File: src/rtl/barcode_pkg.sv
// rtl/barcode_pkg.sv - shared types, ASCII codes and EAN-13 check helper for the barcode UART reporter
package barcode_pkg;

    typedef logic [3:0] digit_t;

    typedef enum logic [1:0] {
        ST_IDLE,
        ST_LOAD,
        ST_SEND,
        ST_DONE
    } state_t;

    localparam logic [7:0] ASCII_ZERO     = 8'h30;
    localparam logic [7:0] ASCII_CR       = 8'h0D;
    localparam logic [7:0] ASCII_LF       = 8'h0A;
    localparam logic [7:0] ASCII_QM       = 8'h3F;
    localparam logic [7:0] ASCII_Y        = 8'h59;
    localparam logic [7:0] ASCII_N        = 8'h4E;
    localparam int         FRAME_LEN_BASE = 15;

    function automatic logic [7:0] digit_ascii(input digit_t d);
        return (d > 4'd9) ? ASCII_QM : (ASCII_ZERO + {4'h0, d});
    endfunction

`ifdef BARCODE_CHECKSUM_EN
    // Weighted sum wraps at 8 bits; any undecodable digit forces a mismatch.
    function automatic logic ean_check_ok(input logic [12:0][3:0] d);
        logic [7:0] s;
        logic       bad;
        logic [3:0] want;
        s   = 8'h00;
        bad = 1'b0;
        for (int i = 0; i < 13; i++) begin
            if (d[i] > 4'd9) bad = 1'b1;
        end
        for (int i = 0; i < 12; i++) begin
            s = s + (((i % 2) == 1) ? (8'(d[i]) * 8'd3) : 8'(d[i]));
        end
        want = 4'((8'd10 - (s % 8'd10)) % 8'd10);
        return !bad && (want == d[12]);
    endfunction
`endif

endpackage

File: src/rtl/uart_byte_tx.sv
// rtl/uart_byte_tx.sv - 8N1 byte serializer; tready in the last stop-bit cycle allows gapless bytes
module uart_byte_tx #(
    parameter int BIT_CYC = 16
) (
    input  logic       clk,
    input  logic       rst_n,
    input  logic [7:0] tdata,
    input  logic       tvalid,
    output logic       tready,
    output logic       uart_tx
);

    localparam int CW = (BIT_CYC > 1) ? $clog2(BIT_CYC) : 1;
    localparam logic [CW-1:0] CNT_LAST = CW'(BIT_CYC - 1);

    logic          active;
    logic [CW-1:0] cnt;
    logic [3:0]    bit_idx;
    logic [8:0]    shreg;
    logic          last_cyc;

    assign last_cyc = active && (bit_idx == 4'd9) && (cnt == CNT_LAST);
    assign tready   = !active || last_cyc;

    always_ff @(posedge clk) begin
        if (!rst_n) begin
            uart_tx <= 1'b1;
            active  <= 1'b0;
            cnt     <= '0;
            bit_idx <= 4'd0;
            shreg   <= 9'h000;
        end else if (tvalid && tready) begin
            // shreg holds the remaining data bits followed by the stop bit
            uart_tx <= 1'b0;
            shreg   <= {1'b1, tdata};
            active  <= 1'b1;
            cnt     <= '0;
            bit_idx <= 4'd0;
        end else if (active) begin
            if (cnt == CNT_LAST) begin
                cnt <= '0;
                if (bit_idx == 4'd9) begin
                    active  <= 1'b0;
                    uart_tx <= 1'b1;
                end else begin
                    uart_tx <= shreg[0];
                    shreg   <= {1'b1, shreg[8:1]};
                    bit_idx <= bit_idx + 4'd1;
                end
            end else begin
                cnt <= cnt + 1'b1;
            end
        end
    end

endmodule

File: src/rtl/barcode_uart_report.sv
// rtl/barcode_uart_report.sv - captures 13 EAN-13 digits and reports them over UART; BARCODE_CHECKSUM_EN adds a Y/N check byte
module barcode_uart_report
    import barcode_pkg::*;
#(
    parameter int CLK_FREQ  = 50_000_000,
    parameter int BAUD_RATE = 115_200
) (
    input  logic             clk,
    input  logic             rst_n,
    input  logic             scan_en,
    input  logic [12:0][3:0] scan_data,
    output logic             uart_tx,
    output logic             tx_busy,
    output logic             frame_done
);

    localparam int BIT_CYC = CLK_FREQ / BAUD_RATE;
`ifdef BARCODE_CHECKSUM_EN
    localparam int LEN = FRAME_LEN_BASE + 1;
`else
    localparam int LEN = FRAME_LEN_BASE;
`endif
    localparam logic [3:0] LAST_IDX = 4'(LEN - 1);
    localparam logic [3:0] IDX_CR   = 4'(LEN - 2);

    state_t           state_q, state_d;
    logic [3:0]       idx_q, idx_d;
    logic [3:0]       byte_sel;
    logic [12:0][3:0] digits_q;
    logic             scan_en_d;
    logic             capture;
    logic [7:0]       tx_data;
    logic             tx_valid;
    logic             tx_ready;
`ifdef BARCODE_CHECKSUM_EN
    logic             chk_ok_q;
`endif

    assign tx_busy    = (state_q == ST_LOAD) || (state_q == ST_SEND);
    assign frame_done = (state_q == ST_DONE);
    assign capture    = scan_en_d && !scan_en && !tx_busy;

    always_ff @(posedge clk) begin
        if (!rst_n) begin
            state_q   <= ST_IDLE;
            idx_q     <= 4'd0;
            scan_en_d <= 1'b0;
            digits_q  <= '0;
        end else begin
            state_q   <= state_d;
            idx_q     <= idx_d;
            scan_en_d <= scan_en;
            if (capture) digits_q <= scan_data;
        end
    end

`ifdef BARCODE_CHECKSUM_EN
    always_ff @(posedge clk) begin
        if (!rst_n) chk_ok_q <= 1'b0;
        else if (state_q == ST_LOAD) chk_ok_q <= ean_check_ok(digits_q);
    end
`endif

    // The next byte is offered in the stop-bit tail of the current one, so bytes run gapless.
    always_comb begin
        state_d  = state_q;
        idx_d    = idx_q;
        tx_valid = 1'b0;
        byte_sel = idx_q;
        case (state_q)
            ST_IDLE: if (capture) state_d = ST_LOAD;
            ST_LOAD: begin
                tx_valid = 1'b1;
                byte_sel = 4'd0;
                idx_d    = 4'd0;
                state_d  = ST_SEND;
            end
            ST_SEND: begin
                if (tx_ready) begin
                    if (idx_q == LAST_IDX) begin
                        state_d = ST_DONE;
                    end else begin
                        tx_valid = 1'b1;
                        byte_sel = idx_q + 4'd1;
                        idx_d    = idx_q + 4'd1;
                    end
                end
            end
            ST_DONE: state_d = capture ? ST_LOAD : ST_IDLE;
            default: state_d = ST_IDLE;
        endcase
    end

    always_comb begin
        tx_data = ASCII_LF;
        if (byte_sel < 4'd13) tx_data = digit_ascii(digits_q[byte_sel]);
        else if (byte_sel == IDX_CR) tx_data = ASCII_CR;
`ifdef BARCODE_CHECKSUM_EN
        else if (byte_sel == 4'd13) tx_data = chk_ok_q ? ASCII_Y : ASCII_N;
`endif
    end

    uart_byte_tx #(
        .BIT_CYC(BIT_CYC)
    ) u_byte_tx (
        .clk     (clk),
        .rst_n   (rst_n),
        .tdata   (tx_data),
        .tvalid  (tx_valid),
        .tready  (tx_ready),
        .uart_tx (uart_tx)
    );

endmodule
File: config.mk
export PLATFORM = sky130hd
export DESIGN_NAME = barcode_uart_report
export DESIGN_NICKNAME = d
export VERILOG_FILES = /design/src/rtl/barcode_pkg.sv /design/src/rtl/uart_byte_tx.sv /design/src/rtl/barcode_uart_report.sv
export SDC_FILE = /design/constraint.sdc
export NUM_CORES = 1
export LEC_CHECK = 0
export CAP_MARGIN = 20
export CELL_PAD_IN_SITES_DETAIL_PLACEMENT = 0
export CELL_PAD_IN_SITES_GLOBAL_PLACEMENT = 1
export CORE_MARGIN = 8
export CORE_UTILIZATION = 23
export CTS_BUF_LIST = sky130_fd_sc_hd__clkbuf_16
export CTS_CLUSTER_DIAMETER = 60
export DETAILED_ROUTE_END_ITERATION = 8
export GPL_ROUTABILITY_DRIVEN = 1
export PLACE_DENSITY = 0.54
export RECOVER_POWER = 100
export SYNTH_ARGS = -nofsm -noshare
export SYNTH_HDL_FRONTEND = slang
export SYNTH_SLANG_ARGS = --single-unit
File: constraint.sdc
create_clock -name clk -period 3.9 [get_ports clk]
set_input_delay 0.78 -clock clk [delete_from_list [all_inputs] [get_ports clk]]
set_output_delay 0.78 -clock clk [all_outputs]
set_load 0.02 [all_outputs]
# Word level (Yosys, flattened, before mapping)
# Index checks and enable logic that the tools add are counted.
# op_classes
order_cmp	3
reduce_logical	18
add_sub_neg	4
mul	0
shift	0
eq_ne	11
muxes	29
n_bitwise	2
div	0
# ops
cell	count
$mux 9	5
$bmux 4 s4	1
$mux 7	2
$eq 4x4->1 const B	3
$mux 4	3
$mux 1	11
$add 9x1->9 const B	1
$eq 9x9->1 const B	1
$reduce_and 3->1	3
$add 4x1->4 const B	2
$pmux 2 s4	1
$pmux 4 s2	1
$add 6x4->7 const A	1
$mux 2	3
$logic_and 1x1->1	5
$lt 4x5->1 const B	1
$eq 2x2->1 const B	2
$gt 4x4->1 const B	1
$lt 4x4->1 const B	1
$ne 2x1->1 const B	2
$ne 2x2->1 const B	2
$reduce_bool 2->1	2
$logic_not 1->1	3
$mux 3	1
other kinds (7)	9
# totals
ramBits	0
reg_bits	83
input_bits	55
memories	0
latchBits	0
out_inout_bits	3
rom_bits	0
elab_cells	88

# Depth between registers and ports, before layout
# logic_depth
ltp_word	12
mapped_depth	12
depth_no_buf	11

# By module
# A second synthesis with hierarchy kept.
# hier_totals
hier_cells	501
area_unflattened_um2	4286.6
# modules_own_cells
module	n_inst	area_each_um2	cells_each	seq_area_each_um2
barcode_uart_report	1	3042.9	363	1181.1
uart_byte_tx	1	1243.7	138	480.5

# Least setup slack after synthesis
# OpenSTA, ideal clock, no wires.
# synth_path
path_type	reg2reg
from	register state_q[1]
to	register u_byte_tx.shreg[0]
path_stages_with_launch	12
required_time_ns	3.762
synth_period_minus_slack_ns	3.012
slack_ns	0.888
t_arrival_ns	2.874
setup_time_ns	0.138
n_path_buf	0
path_cell_list	dfxtp_1 -> inv_1 -> ha_1 -> inv_1 -> nor4_1 -> a211oi_1 -> a311oi_1 -> nand3_1 -> and3_1 -> a32o_1 -> o21ai_0 -> a31oi_1
# synth_via
elab_chain_len	8
elab_cells_between_ends	19
classes_between	add/sub (1); order compare (2); eq/ne (4); mux (8); reduce/logical (4)
# synth_lines
item	line	rtl
start, declared	barcode_uart_report.sv:26	state_t state_q, state_d;
start signal, assigned	barcode_uart_report.sv:50	state_q <= state_d;
$eq 2x2->1 / $eq 2x1->1 (equally long branches)	barcode_uart_report.sv:70	case (state_q)
$pmux 4 s2	n/a	
$bmux 4 s4	barcode_uart_report.sv:96	if (byte_sel < 4'd13) tx_data = digit_ascii(digits_q[byte_sel]);
$mux 4 (not written as such)	barcode_uart_report.sv:96	
$add 6x4->7 / $gt 4x4->1 (equally long branches)	barcode_pkg.sv:22	return (d > 4'd9) ? ASCII_QM : (ASCII_ZERO + {4'h0, d});
$mux 7	barcode_pkg.sv:22	
$mux 7	barcode_uart_report.sv:96	
$mux 9	uart_byte_tx.sv:32	end else if (tvalid && tready) begin
end signal, assigned	uart_byte_tx.sv:35	shreg <= {1'b1, tdata};
end signal, assigned	uart_byte_tx.sv:47	shreg <= {1'b1, shreg[8:1]};
end, declared	uart_byte_tx.sv:19	logic [8:0] shreg;
# Parallel ways exist; a longest one is shown, timed or not. The select of a mux whose other input is x is not followed.
# A chain may end at the register's enable or synchronous reset.

# Final worst setup path
# layout_path
from	register u_byte_tx.bit_idx[0]
to	register u_byte_tx.shreg[3]
# layout_via
elab_chain_len	12
elab_cells_between_ends	21
classes_between	add/sub (1); order compare (2); eq/ne (2); mux (9); reduce/logical (7)
# layout_lines
item	line	rtl
start, declared	uart_byte_tx.sv:18	logic [3:0] bit_idx;
start signal, assigned	uart_byte_tx.sv:48	bit_idx <= bit_idx + 4'd1;
$eq 4x4->1 *	uart_byte_tx.sv:22, uart_byte_tx.sv:42	
$logic_and 1x1->1 (2 in a row)	uart_byte_tx.sv:22	assign last_cyc = active && (bit_idx == 4'd9) && (cnt == CNT_LAST);
$logic_or 1x1->1	uart_byte_tx.sv:23	assign tready = !active || last_cyc;
$mux 4	n/a	
$pmux 4 s2	n/a	
$bmux 4 s4	barcode_uart_report.sv:96	
$mux 4 (not written as such)	barcode_uart_report.sv:96	
$add 6x4->7 / $gt 4x4->1 (equally long branches)	barcode_pkg.sv:22	
$mux 7	barcode_pkg.sv:22	
$mux 7	barcode_uart_report.sv:96	
$mux 9	uart_byte_tx.sv:32	
# Every way passes the cells marked *; elsewhere a longest branch is shown, timed or not. The select of a mux whose other input is x is not followed.

==> flow_summary.ini <==
[sta]
timing_max_transition_violations_final = 0
setup_violations = 0
hold-worst-slack_ns = 0.453
slew_headroom_pct = 11.1
fin_crit_sh_pct = 87.3
fmax_mhz = 294
final_period_minus_worst_setup_slack_ns = 3.40
finalSetupTns_ns = 0
unrepaired_setup_endpoints_after_global_routing = false
tightestPinTransition_ns = 1.33
final_setup_skew_ns = 0.00320
final-hold-violation-count = 0

[detailed_routing]
antenna_violating_nets_post_route = 0
wire_per_inst_um = 14.7
dr_total_vias = 3575
first_pass_iteration_count_of_the_detailed_router = 4
drt-vias-per-instance = 4.61
drcViolationCount = 0
wl_mm = 11.4
drtIter0Drc = 190

[power]
total_power_mw = 2.67
max-vdd-ir-drop_mv = 0.260
cellPowerDensity_nw_per_um2 = 537
total_leakage_power_nw = 1.77

[worst_setup_path]
worstPathArrival_ns = 3.62
critical_path_start_type = register
endpoint_kind = register
kind_of_critical_path = register to register
critical_path.max_fanout = 12
critical_path_required_ns = 4.12

[yosys]
ys_top_cells_by_count = sky130_fd_sc_hd__nand2_1, sky130_fd_sc_hd__dfxtp_1, sky130_fd_sc_hd__a21oi_1
post-synth-top-area-fraction_pct = 42.4
synthArstFlopShare_pct = 0
post_synth_num_cell_types = 55
synth_flop_cell = sky130_fd_sc_hd__dfxtp_1
most_frequent_cell_after_synthesis = sky130_fd_sc_hd__nand2_1
synth_seq_area_share_pct = 42.4
syn_inst = 500
post_synth_instance_area_um2 = 3920
yosysWarningCount = 0
post-synth-top-area-cell = sky130_fd_sc_hd__dfxtp_1
number_of_flops_mapped_to_enable_cells_by_yosys = 0
register_bit_count_reported_by_yosys = 83
synth_area_per_cell_um2 = 7.83
synth.top_cells.by_area = sky130_fd_sc_hd__dfxtp_1, sky130_fd_sc_hd__nand2_1, sky130_fd_sc_hd__a21oi_1, sky130_fd_sc_hd__nor2_1, sky130_fd_sc_hd__ha_1
synth_nets = 565

[placement]
buffer_ports.inserted = 57
hpwlAfterDp_mm = 8.35
dp.cells = 760
gp_congestion = 0.814

[hold_path]
hold_path_class = register to register

[global_route]
number_of_antenna_violations_at_the_first_check_in_global_routing = 0
grt_pass1_vias = 3552
globalRouteOverflowTotal = 0
grt_max_degree = 63
grt_first_pass_wirelength_mm = 18.6
global_route.usage.total_pct = 10.8

[clocking]
post_cts_resized = 0
clk_latency_ns = 0.34
clock_tree.root_cell = sky130_fd_sc_hd__clkbuf_16
postCtsHoldBufs = 0
cts.repair_timing.setup_buffer_count = 0
cts_tree = built
clkTransAtPathRegs_ns = 0.06
clock_sink_count = 83
cts-htree-levels = 3
cts-root-to-sink-buffers = 2
tritoncts.num_buffers = 9

[layout]
drive_above_1_share_pct = 5.05
layout.cells.non_filler = 775
area.growth.synth_to_final_pct = 27.2
final_net_count = 616
antenna_cells = 0

[floorplanning]
num_io_pins = 58
floorplan.die.width_um = 146
fp.dieH_um = 146
core-area_um2 = 16600
floorplan.die_area_um2 = 21500
initial_utilization_pct = 23.5
std_cell_rows = 47

[run]
cap_viol_max_count = 0

[run_status]
run_status = complete, no violations
layer usage:
metal	global-route usage, %	share of wire (%)	vias up	wire [um]
met4	3.61	1.8	0	206
li1	-	-	1842	-
met1	13.0	46	1664	5240
met3	3.34	3.6	14	408
met5	0	0	-	0
met2	18.0	49	55	5560
state kept, by name, indices dropped and copies added (netlist names):
register	count
scan_en_d	1
idx_q	4
u_byte_tx.active	1
digits_q	52
u_byte_tx.cnt	9
u_byte_tx.shreg	9
state_q	2
u_byte_tx.uart_tx	1
u_byte_tx.bit_idx	4
critical path, stage by stage, from the launching register on:
cell and delay (ns):
sky130_fd_sc_hd__dfxtp_1 0.40, sky130_fd_sc_hd__ha_1 0.19, sky130_fd_sc_hd__nand3b_1 0.20, sky130_fd_sc_hd__o31ai_1 0.42, sky130_fd_sc_hd__a21oi_1 0.19, sky130_fd_sc_hd__o21ai_1 0.79, sky130_fd_sc_hd__mux2i_1 0.17, sky130_fd_sc_hd__a221o_1 0.39
sky130_fd_sc_hd__a22oi_2 0.20, sky130_fd_sc_hd__inv_1 0.09, sky130_fd_sc_hd__a221oi_1 0.25
worst paths after layout:
| check | start | end | slack [ns] | cells past startpoint |
|---|---|---|---|---|
| worst max-delay path | u_byte_tx.bit_idx[0] | u_byte_tx.shreg[3] | 0.50 | 10 |
| worst min-delay path | u_byte_tx.shreg[8] | u_byte_tx.shreg[7] | 0.45 | 2 |
| worst max register to register | u_byte_tx.bit_idx[0] | u_byte_tx.shreg[3] | 0.50 | 10 |
| worst min register to register | u_byte_tx.shreg[8] | u_byte_tx.shreg[7] | 0.45 | 2 |
placed cells by master, fill, tap and decap left out, types with 2 or more instances in the layout:
cell	count
sky130_fd_sc_hd__mux2i_1	11
sky130_fd_sc_hd__nor3b_1	2
sky130_fd_sc_hd__o21ai_0	15
sky130_fd_sc_hd__dfxtp_1	83
sky130_fd_sc_hd__clkinv_1	3
sky130_fd_sc_hd__nor3_1	3
sky130_fd_sc_hd__dlygate4sd3_1	4
sky130_fd_sc_hd__xor2_1	6
sky130_fd_sc_hd__nor2b_1	2
sky130_fd_sc_hd__and3_1	6
sky130_fd_sc_hd__a31oi_1	4
sky130_fd_sc_hd__o2111ai_1	2
sky130_fd_sc_hd__a211oi_1	6
sky130_fd_sc_hd__o31ai_1	5
sky130_fd_sc_hd__clkdlybuf4s50_1	53
sky130_fd_sc_hd__nand4_1	5
sky130_fd_sc_hd__buf_4	7
sky130_fd_sc_hd__or3_1	2
sky130_fd_sc_hd__and2_1	4
sky130_fd_sc_hd__a311o_1	2
sky130_fd_sc_hd__inv_1	11
sky130_fd_sc_hd__xnor2_1	3
sky130_fd_sc_hd__o211ai_1	3
sky130_fd_sc_hd__o32ai_1	2
sky130_fd_sc_hd__nand2_1	138
sky130_fd_sc_hd__mux2_2	2
sky130_fd_sc_hd__nor2_1	39
sky130_fd_sc_hd__ha_1	10
sky130_fd_sc_hd__nand2b_1	2
sky130_fd_sc_hd__o21ai_1	2
sky130_fd_sc_hd__a221oi_1	4
sky130_fd_sc_hd__a21oi_1	69
sky130_fd_sc_hd__nand3_1	12
sky130_fd_sc_hd__clkbuf_16	9
power breakdown:
group | leakage, nW | internal [mW] | total [mW] | switching (mW)
clock | 0.143 | 0.482 | 0.806 | 0.324
combinational | 0.953 | 0.332 | 0.881 | 0.549
sequential | 0.673 | 0.924 | 0.986 | 0.0615
total | 1.77 | 1.74 | 2.67 | 0.934
stage by stage:
stage	instance area (um^2)	util, %	worst slack, ns
floorplan	3920	-	0.888
finish	4980	29.9	0.497
global route	4980	29.9	0.129
detailed placement	4720	28.4	0.606
CTS	4990	30.0	0.573
global placement	4720	28.4	0.668
kinds of logic after synthesis:
group / share of synthesized area (%)
AO/OA/AOI/OAI: 20.4
XOR/XNOR: 2.01
adder cells (fa/ha/maj): 3.19
buffers and inverters: 3.61
flip-flops: 42.4
multiplexers: 3.39
AND/OR/NAND/NOR: 24.9
layout make-up:
cell class                 instances  area, um^2
fill                            1803       11700
clock inverter                     6        50.0
timing repair buffer              65         628
multi-input combinational        382        2100
sequential                        83        1660
inverter                          10        37.5
clock buffer                       9         225
tap                              220         275
Note: power is estimated with default switching activity, not from simulation.
